===== config.mk =====
export PLATFORM = sky130hd
export DESIGN_NAME = alu_arbiter
export DESIGN_NICKNAME = d
export VERILOG_FILES = /design/src/rtl/alu_pkg.sv /design/src/rtl/alu_logic_unit.sv /design/src/rtl/alu_arbiter.sv
export SDC_FILE = /design/constraint.sdc
export NUM_CORES = 1
export LEC_CHECK = 0
export BUFFER_PORTS_ARGS = -buffer_cell sky130_fd_sc_hd__buf_2
export CAP_MARGIN = 20
export CORE_UTILIZATION = 45
export CTS_BUF_LIST = sky130_fd_sc_hd__clkbuf_16
export DETAILED_ROUTE_END_ITERATION = 8
export PLACE_DENSITY = 0.78
export SYNTH_ARGS = -nofsm -noshare
export SYNTH_HDL_FRONTEND = slang
export SYNTH_HIERARCHICAL = 1
export SYNTH_SLANG_ARGS = --single-unit
export TNS_END_PERCENT = 1

===== constraint.sdc =====
create_clock -name clk -period 3.8 [get_ports clk]
set_input_delay 0.38 -clock clk [delete_from_list [all_inputs] [get_ports clk]]
set_output_delay 0.38 -clock clk [all_outputs]
set_load 0.005 [all_outputs]

===== src/rtl/alu_pkg.sv =====
// alu_pkg: opcode and FSM state encodings plus default datapath width
package alu_pkg;
    localparam int WIDTH_DEF = 64;
    typedef enum logic [1:0] {OP_AND, OP_OR, OP_XOR, OP_NOR} op_e;
    typedef enum logic {EMPTY, FULL} state_e;
endpackage


===== src/rtl/alu_logic_unit.sv =====
// alu_logic_unit: shared bitwise logic unit, each result bit depends only on a[i], b[i]
module alu_logic_unit import alu_pkg::*; #(
    parameter int WIDTH = WIDTH_DEF
) (
    input  op_e              op,
    input  logic [WIDTH-1:0] a,
    input  logic [WIDTH-1:0] b,
    output logic [WIDTH-1:0] y
);
    // select one of the four bitwise functions
    always_comb begin
        y = op == OP_AND ? a & b :
            op == OP_OR  ? a | b :
            op == OP_XOR ? a ^ b : ~(a | b);
    end
endmodule


===== src/rtl/alu_arbiter.sv =====
// alu_arbiter: round-robin arbitration of two requesters onto one registered logic unit
module alu_arbiter import alu_pkg::*; #(
    parameter int WIDTH = WIDTH_DEF
) (
    input  logic             clk,
    input  logic             rst_n,
    input  logic             req0_valid,
    output logic             req0_ready,
    input  logic [1:0]       req0_op,
    input  logic [WIDTH-1:0] req0_a,
    input  logic [WIDTH-1:0] req0_b,
    input  logic             req1_valid,
    output logic             req1_ready,
    input  logic [1:0]       req1_op,
    input  logic [WIDTH-1:0] req1_a,
    input  logic [WIDTH-1:0] req1_b,
    output logic             out_valid,
    input  logic             out_ready,
    output logic [WIDTH-1:0] out_result,
    output logic             out_id
);
    state_e           state_q;
    logic [WIDTH-1:0] result_q;
    logic             id_q;
    logic             last_q;
    logic             can_accept;
    logic             gnt0;
    logic             gnt1;
    op_e              op_d;
    logic [WIDTH-1:0] a_d;
    logic [WIDTH-1:0] b_d;
    logic [WIDTH-1:0] y;

    // grant when the output slot frees up; on a tie favour the requester not granted last
    always_comb begin
        can_accept = state_q == EMPTY || out_ready;
        gnt0 = rst_n && can_accept && req0_valid && (!req1_valid || last_q);
        gnt1 = rst_n && can_accept && req1_valid && (!req0_valid || !last_q);
        op_d = gnt1 ? op_e'(req1_op) : op_e'(req0_op);
        a_d  = gnt1 ? req1_a : req0_a;
        b_d  = gnt1 ? req1_b : req0_b;
    end

    alu_logic_unit #(.WIDTH(WIDTH)) u_lu (
        .op (op_d),
        .a  (a_d),
        .b  (b_d),
        .y  (y)
    );

    // EMPTY/FULL FSM with the result register; a grant always refills, otherwise a take empties
    always_ff @(posedge clk or negedge rst_n) begin
        if (!rst_n) begin
            state_q  <= EMPTY;
            result_q <= '0;
            id_q     <= 1'b0;
            last_q   <= 1'b1;
        end else if (gnt0 || gnt1) begin
            state_q  <= FULL;
            result_q <= y;
            id_q     <= gnt1;
            last_q   <= gnt1;
        end else if (out_ready) begin
            state_q  <= EMPTY;
        end
    end

    assign req0_ready = gnt0;
    assign req1_ready = gnt1;
    assign out_valid  = state_q == FULL;
    assign out_result = result_q;
    assign out_id     = id_q;
endmodule


* After elaboration in Yosys (flattened, before gate mapping)
Cells that the tools add are included.
** Cells by class
- Add/subtract/negate cells :: 0
- Multiply operators :: 0
- Div/mod/pow operators :: 0
- Magnitude comparators :: 0
- Equality and inequality tests :: 2
- Shifts and indexed selects :: 0
- Mux-type cells :: 8
- Bitwise operators :: 5
- Reductions and logical operators :: 14
** Operators with widths (number)
- $mux W64 :: 5
- $and A64 B64 Y64 :: 1
- $not A64 Y64 :: 1
- $or A64 B64 Y64 :: 1
- $xor A64 B64 Y64 :: 1
- $logic_and A1 B1 Y1 :: 5
- $logic_or A1 B1 Y1 :: 4
- $logic_not A1 Y1 :: 3
- $eq A2 B1 Y1 const B :: 1
- $eq A2 B2 Y1 const B :: 1
- $logic_not A2 Y1 :: 1
- $mux W1 :: 2
- $mux W2 :: 1
- $reduce_bool A2 Y1 :: 1
- $not A1 Y1 :: 1
** Storage, ports and cells
- Register bits :: 67
- Latch bits :: 0
- Bits in writable memories :: 0
- Bits in read-only memories :: 0
- Bits of input ports :: 265
- Memories :: 0

* Depth between registers and ports, before layout
Gate-level depths: netlist of the first run.
- Depth in word-level cells :: 11
- Gate-level depth with buffers :: 10
- Gate-level depth less buffers :: 8

* Modules after synthesis
The synthesis of the first run kept the hierarchy.
** By module, submodules not included
- alu_logic_unit :: instances 1, cells each 462, area an instance 4772.1 µm², seq. area each 0.0 µm²
- alu_arbiter :: instances 1, cells each 293, area an instance 4474.3 µm², seq. area each 1677.9 µm²

* Least setup slack after synthesis of the first run
OpenSTA, ideal clock, no wires.
- Kind :: register to register
- Start :: register last_q
- End :: register result_q[58], in the netlist out_result[58]
- Library setup time :: 125 ps
- Arrival :: 2357 ps
- Data required time :: 3675 ps
- Setup slack :: 1318 ps
- Cell stages (with the launch flop) :: 10
- Buffers on the path :: 2
- Cell sequence :: dfstp_2 -> nand2_1 -> nand4_2 -> buf_6 -> buf_6 -> mux2_4 -> inv_1 -> ha_1 -> mux4_1 -> mux2_2
** Between the ends
- Longest elaborated chain between the ends :: 9
- Elaborated cells on any way between the ends :: 19
- Those cells by class :: eq/ne (2); mux (6); bitwise (4); reduce/logical (7)
** RTL lines
- start, declared :: line alu_arbiter.sv:25 : logic last_q;
- start signal, assigned :: line alu_arbiter.sv:62 : last_q <= gnt1;
- $logic_not A1 Y1 * :: line alu_arbiter.sv:38 : gnt1 = rst_n && can_accept && req1_valid && (!req0_valid || !last_q);
- $logic_or A1 B1 Y1 * :: line alu_arbiter.sv:38
- $logic_and A1 B1 Y1 * :: line alu_arbiter.sv:38
- $mux W64 * :: line alu_arbiter.sv:40 : a_d = gnt1 ? req1_a : req0_a;
- net a_d[58] :: line alu_arbiter.sv:30 : logic [WIDTH-1:0] a_d;
- $or A64 B64 Y64 :: line alu_logic_unit.sv:13, alu_logic_unit.sv:14
- $not A64 Y64 :: line alu_logic_unit.sv:14 : op == OP_XOR ? a ^ b : ~(a | b);
- $mux W64 :: line alu_logic_unit.sv:14
- $mux W64 :: line alu_logic_unit.sv:13 : op == OP_OR ? a | b :
- $mux W64 * :: line alu_logic_unit.sv:12 : y = op == OP_AND ? a & b :
- net y[58] :: line alu_arbiter.sv:32 : logic [WIDTH-1:0] y;
- end signal, assigned :: line alu_arbiter.sv:60 : result_q <= y;
- end, declared :: line alu_arbiter.sv:23 : logic [WIDTH-1:0] result_q;
The timed path passes the listed nets; every way through them passes the cells marked *.
A chain may end at the register's enable or synchronous reset.

* Worst setup path after layout of the first run
- Start :: register state_q, in the netlist out_valid
- End :: register result_q[23], in the netlist out_result[23]
** Between the ends
- Elaborated cells on any way between the ends :: 21
- Those cells by class :: eq/ne (2); mux (6); bitwise (5); reduce/logical (8)
** RTL lines
- start, declared :: line alu_arbiter.sv:22 : state_e state_q;
- start signal, assigned :: line alu_arbiter.sv:54 : state_q <= EMPTY;
- start signal, assigned :: line alu_arbiter.sv:59 : state_q <= FULL;
- start signal, assigned :: line alu_arbiter.sv:64 : state_q <= EMPTY;
- $not A1 Y1 * :: line alu_arbiter.sv:36 : can_accept = state_q == EMPTY || out_ready;
- $logic_or A1 B1 Y1 * :: line alu_arbiter.sv:36
- $logic_and A1 B1 Y1 * (3 in a row) :: line alu_arbiter.sv:38
- $mux W2 * :: line alu_arbiter.sv:39 : op_d = gnt1 ? op_e'(req1_op) : op_e'(req0_op);
- net op_d[0] :: line alu_arbiter.sv:29 : op_e op_d;
- $eq A2 B2 Y1 :: line alu_logic_unit.sv:14
- $mux W64 :: line alu_logic_unit.sv:14
- $mux W64 :: line alu_logic_unit.sv:13
- $mux W64 * :: line alu_logic_unit.sv:12
- net y[23] :: line alu_arbiter.sv:32
Marks and branches as above.

==> summary.md, run 1 <==
| Metric | Value |
|---|---|
| Max cap viols | 0 |
| Worst Setup SP | out_valid$_DFFE_PN0P_ |
| Peak Freq | 0.334 GHz |
| Skew final | 6.36 ps |
| Xor/xnor share of the synthesized area | 0% |
| Antenna Diode Count | 0 |
| # nets final | 1530 |
| Critical path class | reg2reg |
| Worst EP required | 4010 ps |
| P_leak | 6.47 nW |
| PD cells | 301 nW/um^2 |
| Cell Area, Synth | 9250 sq um |
| Most common cell after layout, fill and taps aside | buf_2 |
| CTS Hold Bufs | 0 |
| Synth-to-layout area growth | 21.9% |
| Met1 wire length | 7390 um |
| TritonCTS Buffers | 9 |
| Post-route ant nets | 0 |
| Status | complete, no violations |
| Post-Synth Simple-Gate Area | 0.365% |
| Slew HR | 29.7% |
| DRC viols | 0 |
| Worst Setup End Kind | flop |
| Net Sw Frac | 32.4% |
| H-Tree Depth | 3 |
| Setup bufs post-CTS | 0 |
| Clock power share | 22.4% |
| Synthesized area per cell | 12.2 sq um |
| Total power | 3.39 mW |
| Final core utilization | 55.9% |
| Drt pass-1 iters | 4 |
| FF+latch count, synth | 67 |
| Seq pwr share | 31.1% |
| Yosys top cell by area | ha_1 |
| Cell count after synthesis | 755 |
| RSZ-0062 raised after global routing | false |
| Final WL | 19700 um |
| Compound-Gate Fraction of Synth Area | 0.338% |
| Vias | 6532 |
| Comb power frac | 46.5% |
| Global Route Usage Sum | 19.3% |
| Clock transition at the registers of the reported paths | 60 ps |
| Core area | 20200 sq um |
| Starting Density | 45.8% |
| # rows | 52 |
| Max Buffers Root-to-Sink | 2 |
| Worst slew pin tran | 1050 ps |
| Clk sinks | 67 |
| P_int | 2.30 mW |
| First-pass GRT wire length | 32500 um |
| Yosys cell types | 18 |
| Crit path max fanout | 64 |
| Met3 Wirelength | 1050 um |
| Peak VDD IR | 147 uV |
| CTS tree | built |
| DR WL/cell | 14.6 um |
| Register area share after synthesis | 18.1% |
| Clk Latency, worst-skew pair | 330 ps |
| Syn Nets | 1212 |
| GRT Residual Overflow | 0 |
| Final Hold Viols | 0 |
| Crit start category | flop |
| Net Sw Power | 1.10 mW |
| CTS resizes | 0 |
| Yosys Warn Count | 6 |
| Tightest Hold Check Type | in2async |
| Starting DRT DRC Count | 117 |
| Die span in x | 145 um |
| Top cell type's share of synthesized area | 26.0% |
| Final Setup Violations | 0 |
| Root Buffer | clkbuf_16 |
| Main combinational cell family by area after synthesis | multiplexers |
| Largest net degree at the start of global routing | 66 |
| DIE AREA | 21100 sq um |
| Main area contributors after synthesis | ha_1 26%, dfrtp_1 18%, mux2_4 14% |
| Mux share of post-synthesis cell area | 43.0% |
| WL met2 | 10700 um |
| Top Layer Used | met4 |
| Most frequent cells in the layout | 331 x buf_2, 196 x inv_1, 192 x ha_1, 103 x mux2_2, 91 x mux2_4 |
| Hold Worst Slack | 195 ps |
| Top Ports | 333 |
| R2R Path Start | out_valid$_DFFE_PN0P_ |
| # port buffers | 332 |
| Via density | 4.85 |
| Vias in the first global route | 6864 |
| Fillers | 1720 |
| Die Ht | 145 um |
| Fin crit period | 2990 ps |
| Layout cells sized above 1 | 56.7% |
| Post-DP HPWL | 15700 um |
| Setup TNS Final | 0 ps |
| Tcrit/Tclk final | 78.7% |
| Max-slew violations | 0 |
| WP data arrival | 3210 ps |
| Initial antenna violation count | 0 |
| Final GP Congestion | 0.752 |
| Synth Area in Adders | 26.0% |
cells by family after synthesis:
kind of cell               Yosys count
muxes                              258
adders and majority gates          192
AOI/OAI and AO/OA                    4
and+or+nand+nor                      4
buffers and inverters              230
DFF                                 67
state kept, by name (all words and copies together), names as in the netlist:
signal and flops:
out_result 64, last_q 1, out_id 1, out_valid 1
area by class of cell:
cell class | instances | area [sq um] | area share, %
tap | 270 | 338 | 3.00
clock inverter | 7 | 36.3 | 0.322
multi-input combinational | 458 | 6460 | 57.3
clock buffer | 9 | 225 | 2.00
timing repair buffer | 342 | 1800 | 16.0
inverter | 195 | 732 | 6.49
sequential | 67 | 1680 | 14.9
synthesized netlist by cell type:
| master | instances |
|---|---|
| buf_2 | 5 |
| o211ai_1 | 1 |
| buf_6 | 24 |
| nand4_2 | 1 |
| ha_1 | 192 |
| nand2b_4 | 1 |
| mux2_2 | 105 |
| buf_4 | 2 |
| dfrtp_1 | 66 |
| mux4_2 | 59 |
| a21o_1 | 2 |
| inv_1 | 195 |
| mux2_4 | 89 |
| o2111ai_1 | 1 |
| nand2_1 | 2 |
| dfstp_2 | 1 |
| mux4_1 | 5 |
| buf_12 | 4 |
stage by stage:
step / std cells / cell area, sq um / setup WS (ps)
2_1_floorplan: 755 / 9250 / 1320
3_3_place_gp: 1332 / 11000 / 731
3_5_place_dp: 1332 / 11000 / 660
4_1_cts: 1348 / 11300 / 758
5_1_grt: 1348 / 11300 / 635
6_report: 1348 / 11300 / 809
worst paths after layout:
check	slack (ps)	cells after the start	to
setup / recovery	810	5	out_result[23]$_DFFE_PN0P_
hold / removal	190	2	out_result[20]$_DFFE_PN0P_
setup reg to reg	810	5	out_result[23]$_DFFE_PN0P_
hold reg to reg	480	1	out_id$_DFFE_PN0P_
max in group asynchronous	2700	3	out_result[25]$_DFFE_PN0P_
min in group clk	360	3	out_valid$_DFFE_PN0P_
layer usage:
metal,vias up,global-route usage (%)
met5,-,0
met3,34,3.86
met2,217,37.5
li1,3153,-
met4,0,7.63
met1,3128,20.2
worst max-delay path, stage by stage, from the launching register on:
cell	delay, ps
dfrtp_1	400
nand2b_4	110
nand4_4	400
mux2_4	1010
mux4_2	610
mux2_2	270
power groups by stage:
stage          clock, mW  combinational [mW]  sequential (mW)
2_1_floorplan          0               0.998             1.08
3_3_place_gp           0                1.53             1.06
3_5_place_dp           0                1.60             1.07
4_1_cts            0.792                1.61             1.06
5_1_grt            0.818                1.75             1.09
6_report           0.760                1.58             1.06
(Power assumes the default switching activity.)
==> inputs of run 2 (changes only) <==
- ABC_AREA: not set -> 1
- PLACE_DENSITY: 0.78 -> 0.77
- clock period: 3.8 -> 3 ns (I/O delays scaled with it)
==> summary.md, run 2 <==
| Metric | Value |
|---|---|
| Final Cell Area | 11700 sq um |
| Crit path max fanout | 62 |
| Most common cell after layout, fill and taps aside | nand2_1 |
| H-Tree Depth | 3 |
| Layout cells sized above 1 | 20.1% |
| Yosys cell types | 23 |
| Initial antenna violation count | 6 |
| CP Buf/Inv Count | 4 |
| Max cap viols | 0 |
| DIE AREA | 22200 sq um |
| Vias | 10.3k |
| Reg area | 1680 sq um |
| P_leak | 7.76 nW |
| Top cells by count, synth | 724 x nand2_1, 257 x inv_1, 192 x ha_1 |
| Post-route ant nets | 0 |
| Largest net degree at the start of global routing | 101 |
| Main area contributors after synthesis | nand2_1 28%, ha_1 25%, dfrtp_1 17% |
| DR WL/cell | 12.7 um |
| # port buffers | 332 |
| Top Ports | 333 |
| Cell Area, Placed | 11300 sq um |
| GRT Residual Overflow | 0 |
| RSZ-0062 raised after global routing | false |
| TritonCTS Buffers | 9 |
| Synth-to-layout area growth | 20.5% |
| CTS resizes | 0 |
| # nets final | 2327 |
| Post-synth ARST share | 100% |
| Skew final | 10.7 ps |
| Global Route Usage Sum | 24.6% |
| Yosys top cell by area | nand2_1 |
| Cell Area, Synth | 9700 sq um |
| Count leader, synth | nand2_1 |
| Final Setup Violations | 0 |
| Fin crit period | 2540 ps |
| Tightest Hold Check Type | in2async |
| Crit start category | flop |
| Peak Freq | 0.393 GHz |
| Final Hold Viols | 0 |
| Final core utilization | 55.4% |
| Peak VDD IR | 255 uV |
| Root Buffer | clkbuf_16 |
| First-pass GRT wire length | 44000 um |
| Vias in the first global route | 9536 |
| Max FFs per register | 64 |
| Fillers | 2118 |
| Max Buffers Root-to-Sink | 2 |
| Clock transition at the registers of the reported paths | 70 ps |
| Drt pass-1 iters | 5 |
| Register area share after synthesis | 17.3% |
| Worst Setup End Kind | flop |
| Hold Worst Slack | 244 ps |
| Area of the multi-input gates | 6490 sq um |
| Post-DP HPWL | 18800 um |
| Worst slew pin tran | 986 ps |
| Starting Density | 46.0% |
| R2R Path Start | last_q$_DFFE_PN1P_ |
| WP data arrival | 2770 ps |
| Final worst slack | 458 ps |
| CTS tree | built |
| CTS Hold Bufs | 0 |
| Pre-CTS setup slack | 419 ps |
| Slew HR | 34.3% |
| Max-slew violations | 0 |
| Critical path class | reg2reg |
| FF-to-FF End | out_result[32]$_DFFE_PN0P_ |
| Dominant synthesized flop cell | dfrtp_1 |
| DRC viols | 0 |
| PD cells | 436 nW/um^2 |
| Status | complete, no violations |
| Clk Latency, worst-skew pair | 340 ps |
| Number of synthesized flops with an enable pin | 0 |
| Tcrit/Tclk final | 84.7% |
| Total power | 5.09 mW |
| Dpl cells | 2134 |
| Die span in x | 149 um |
| Final WL | 27400 um |
| Worst Setup SP | last_q$_DFFE_PN1P_ |
| Cell count after synthesis | 1596 |
| Most frequent cells in the layout | 723 x nand2_1, 331 x buf_2, 259 x inv_1, 192 x ha_1, 189 x nand3_1 |
| Die Ht | 149 um |
| Layout Cells excl Fill | 2154 |
| Yosys Warn Count | 6 |
| Synthesized area per cell | 6.08 sq um |
| Core area | 21100 sq um |
| Slowest cell on crit path | buf_4 |
| CP max stage delay | 570 ps |
| Setup bufs post-CTS | 0 |
| FF+latch count, synth | 67 |
| Final GP Congestion | 0.797 |
| Top delay family on crit path | buffers and inverters |
| Via density | 4.79 |
| Syn Nets | 2053 |
| Setup TNS Final | 0 ps |
| Worst EP required | 3230 ps |
| # rows | 53 |
| Starting DRT DRC Count | 387 |
| Crit-path cells | nand2_1 -> nand2_2 -> inv_2 -> nand2_8 -> inv_4 -> nand2_1 -> nand2_1 -> inv_2 -> buf_4 -> o21ai_0 -> nand3_1 -> nand2_1 -> nand2_1 -> nand2_1 |
| Clk sinks | 67 |
| R2R setup slack | 460 ps |
| Top cell type's share of synthesized area | 28.0% |
| Cell mode on critical path | nand2_1 |
| R2R cell count | 14 |
[run 2: changes by cell type after synthesis, sizes merged, moves of 16 or more]
cell,change
clkbuf,+16
mux2,-194
inv,+68
mux4,-64
o21ai,+64
buf,+35
nand3,+189
nand2,+726
[run 2: kinds of logic after synthesis]
group	after synthesis	synth area share (%)
AND/OR/NAND/NOR	921	38.4
buffers and inverters	349	16.0
adder cells (fa/ha/maj)	192	24.8
AO/OA/AOI/OAI	67	3.64
flip-flops	67	17.3
[run 2: how the worst max path moves through the flow]
stage                                 endpoint  cells after the start
floorplan           out_result[29]$_DFFE_PN0P_                     17
global placement    out_result[16]$_DFFE_PN0P_                     16
detailed placement  out_result[59]$_DFFE_PN0P_                     15
CTS                 out_result[59]$_DFFE_PN0P_                     13
global route        out_result[45]$_DFFE_PN0P_                     14
finish              out_result[32]$_DFFE_PN0P_                     14
[run 2: final cells by class]
type | count | share of cell area, %
multi-input combinational | 1180 | 55.5
antenna | 4 | 0.0856
timing repair buffer | 349 | 15.8
inverter | 263 | 8.47
tap | 275 | 2.94
clock buffer | 9 | 1.93
sequential | 67 | 14.4
clock inverter | 7 | 0.931
[run 2: per-layer routing]
metal | GRT usage, % | wire [um] | vias up
met2 | 44.5 | 13400 | 305
met5 | 0 | 22 | -
met4 | 10.9 | 854 | 4
met3 | 2.29 | 1370 | 55
met1 | 29.5 | 11700 | 4619
li1 | - | - | 5327
[run 2: power breakdown]
part / internal, mW / switching (mW) / leakage [nW] / total (mW)
Sequential: 1.21 / 0.170 / 0.854 / 1.38
Combinational: 0.987 / 1.48 / 6.74 / 2.46
Clock: 0.805 / 0.448 / 0.166 / 1.25
[run 2: worst reg2reg max path, cell delays in order (launching register included)]
cell	delay (ps)
dfstp_2	540
nand2_1	60
nand2_2	90
inv_2	70
nand2_8	100
inv_4	40
nand2_1	50
nand2_1	180
inv_2	140
buf_4	570
o21ai_0	280
nand3_1	140
nand2_1	50
nand2_1	60
nand2_1	60
==> inputs of run 3 (changes only) <==
- PLACE_DENSITY: 0.77 -> 0.8
- clock period: 3 -> 2.1 ns (I/O delays scaled with it)
==> summary.md, run 3 (synthesized netlist as in run 2, its figures left out) <==
| Metric | Value |
|---|---|
| # nets final | 2530 |
| Worst slew pin tran | 1050 ps |
| Max Buffers Root-to-Sink | 2 |
| Vias in the first global route | 10.9k |
| Global Route Usage Sum | 28.3% |
| Max cap viols | 0 |
| Net Sw Power | 3.57 mW |
| CTS tree | built |
| Via density | 4.97 |
| Die Ht | 149 um |
| PD cells | 577 nW/um^2 |
| WP data arrival | 2390 ps |
| Seq pwr share | 23.7% |
| Root Buffer | clkbuf_16 |
| Fin crit period | 2170 ps |
| Final GP Congestion | 0.855 |
| Largest net degree at the start of global routing | 68 |
| Peak Freq | 0.460 GHz |
| TritonCTS Buffers | 9 |
| Max FFs per register | 64 |
| RSZ-0062 raised after global routing | true |
| Starting DRT DRC Count | 669 |
| Most frequent cells in the layout | 609 x nand2_1, 331 x buf_2, 192 x ha_1, 177 x nand3_1, 158 x inv_1 |
| Net Sw Frac | 42.4% |
| Failing checks | setup timing |
| Max-slew violations | 0 |
| P_leak | 9.05 nW |
| DIE AREA | 22200 sq um |
| Clock transition at the registers of the reported paths | 60 ps |
| Final Setup Violations | 59 |
| Comb power frac | 59.7% |
| Worst Setup End Kind | flop |
| Most common cell after layout, fill and taps aside | nand2_1 |
| Status | finished with violations |
| Critical path class | reg2reg |
| Clk Latency, worst-skew pair | 340 ps |
| Peak VDD IR | 458 uV |
| Layout cells sized above 1 | 39.0% |
| Post-DP HPWL | 21700 um |
| Final WL | 36400 um |
| Post-route ant nets | 0 |
| Slew HR | 30.1% |
| DR WL/cell | 15.5 um |
| H-Tree Depth | 3 |
| GRT Residual Overflow | 0 |
| Hold Worst Slack | 227 ps |
| First-pass GRT wire length | 50100 um |
| Worst EP required | 2320 ps |
| CTS Hold Bufs | 0 |
| # rows | 53 |
| Tightest Hold Check Type | in2reg |
| Final Hold Viols | 0 |
| Tcrit/Tclk final | 104% |
| Crit start category | flop |
| Final worst slack | -73.6 ps |
| Crit path max fanout | 11 |
| Die span in x | 149 um |
| R2R setup slack | -70 ps |
| Initial antenna violation count | 4 |
| Pre-CTS setup slack | -138 ps |
| P_int | 4.84 mW |
| Drt pass-1 iters | 6 |
| Clock power share | 16.7% |
| Skew final | 8.76 ps |
| Clk sinks | 67 |
| DRC viols | 0 |
| # port buffers | 332 |
| Starting Density | 46.0% |
| Top Ports | 333 |
| Vias | 11.7k |
| Core area | 21100 sq um |
| Synth-to-layout area growth | 50.3% |
[run 3: metrics by stage]
step                power, mW  setup TNS [ps]  std cells  utilization, %  cell area [sq um]
floorplan                4.25           -8.90       1596               -               9710
global placement         5.94            -224       2280            60.1              12700
detailed placement       6.11           -3250       2280            60.1              12700
CTS                      7.75            -568       2310            63.4              13400
global route             9.02           -8970       2355            69.1              14600
finish                   8.41           -1740       2355            69.1              14600
[run 3: metal layers]
metal  share of wire, %  track usage (%)  up-vias
li1                   -                -     5758
met1                 40             32.3     5311
met2                 49             51.9      542
met3                7.0             2.72      101
met4                4.1             15.0        2
met5              0.036                0        -
[run 3: power groups by stage]
stage          combinational [mW]  clock [mW]  sequential (mW)
4_1_cts                      4.35        1.42             1.98
2_1_floorplan                2.25           0             2.01
6_report                     5.02        1.40             1.99
3_5_place_dp                 4.12           0             1.99
3_3_place_gp                 3.94           0             2.00
5_1_grt                      5.52        1.47             2.03
[run 3: area by class of cell]
cell class | count | area [sq um]
inverter | 263 | 1030
tap | 275 | 344
clock buffer | 9 | 225
timing repair inverter | 1 | 11.3
antenna | 3 | 7.51
multi-input combinational | 1181 | 6940
sequential | 67 | 1680
fill | 1743 | 6510
clock inverter | 6 | 26.3
timing repair buffer | 550 | 4330
[run 3: worst paths after layout]
kind,startpoint,to,cells after the start
setup / recovery,last_q$_DFFE_PN1P_,out_result[16]$_DFFE_PN0P_,17
hold / removal,out_ready,out_valid$_DFFE_PN0P_,4
setup reg to reg,last_q$_DFFE_PN1P_,out_result[16]$_DFFE_PN0P_,17
hold reg to reg,out_id$_DFFE_PN0P_,out_id$_DFFE_PN0P_,2
max in group asynchronous,rst_n,out_result[17]$_DFFE_PN0P_,3
min in group asynchronous,rst_n,out_valid$_DFFE_PN0P_,3
[run 3: worst max-delay path, stage by stage (launching register included)]
cell      delay, ps
dfstp_2         530
nand2_1          60
nand2_2          80
inv_2            60
nand2_8         120
clkinv_8         90
buf_12          160
buf_8           140
nand2_1          70
nand2_2          80
inv_2            60
ha_1            220
inv_1            50
nand2_1          50
nand3_1          80
nand2_1          60
nand2_1          80
nand2_1          60
[run 3: repair_timing]
action | 4_1_cts | 5_1_grt
cloned | 8 | 31
pin swaps | 18 | 28
setup buffers | 7 | 13
gates resized for setup | 73 | 228
endpoints found under the setup margin | 57 | 64
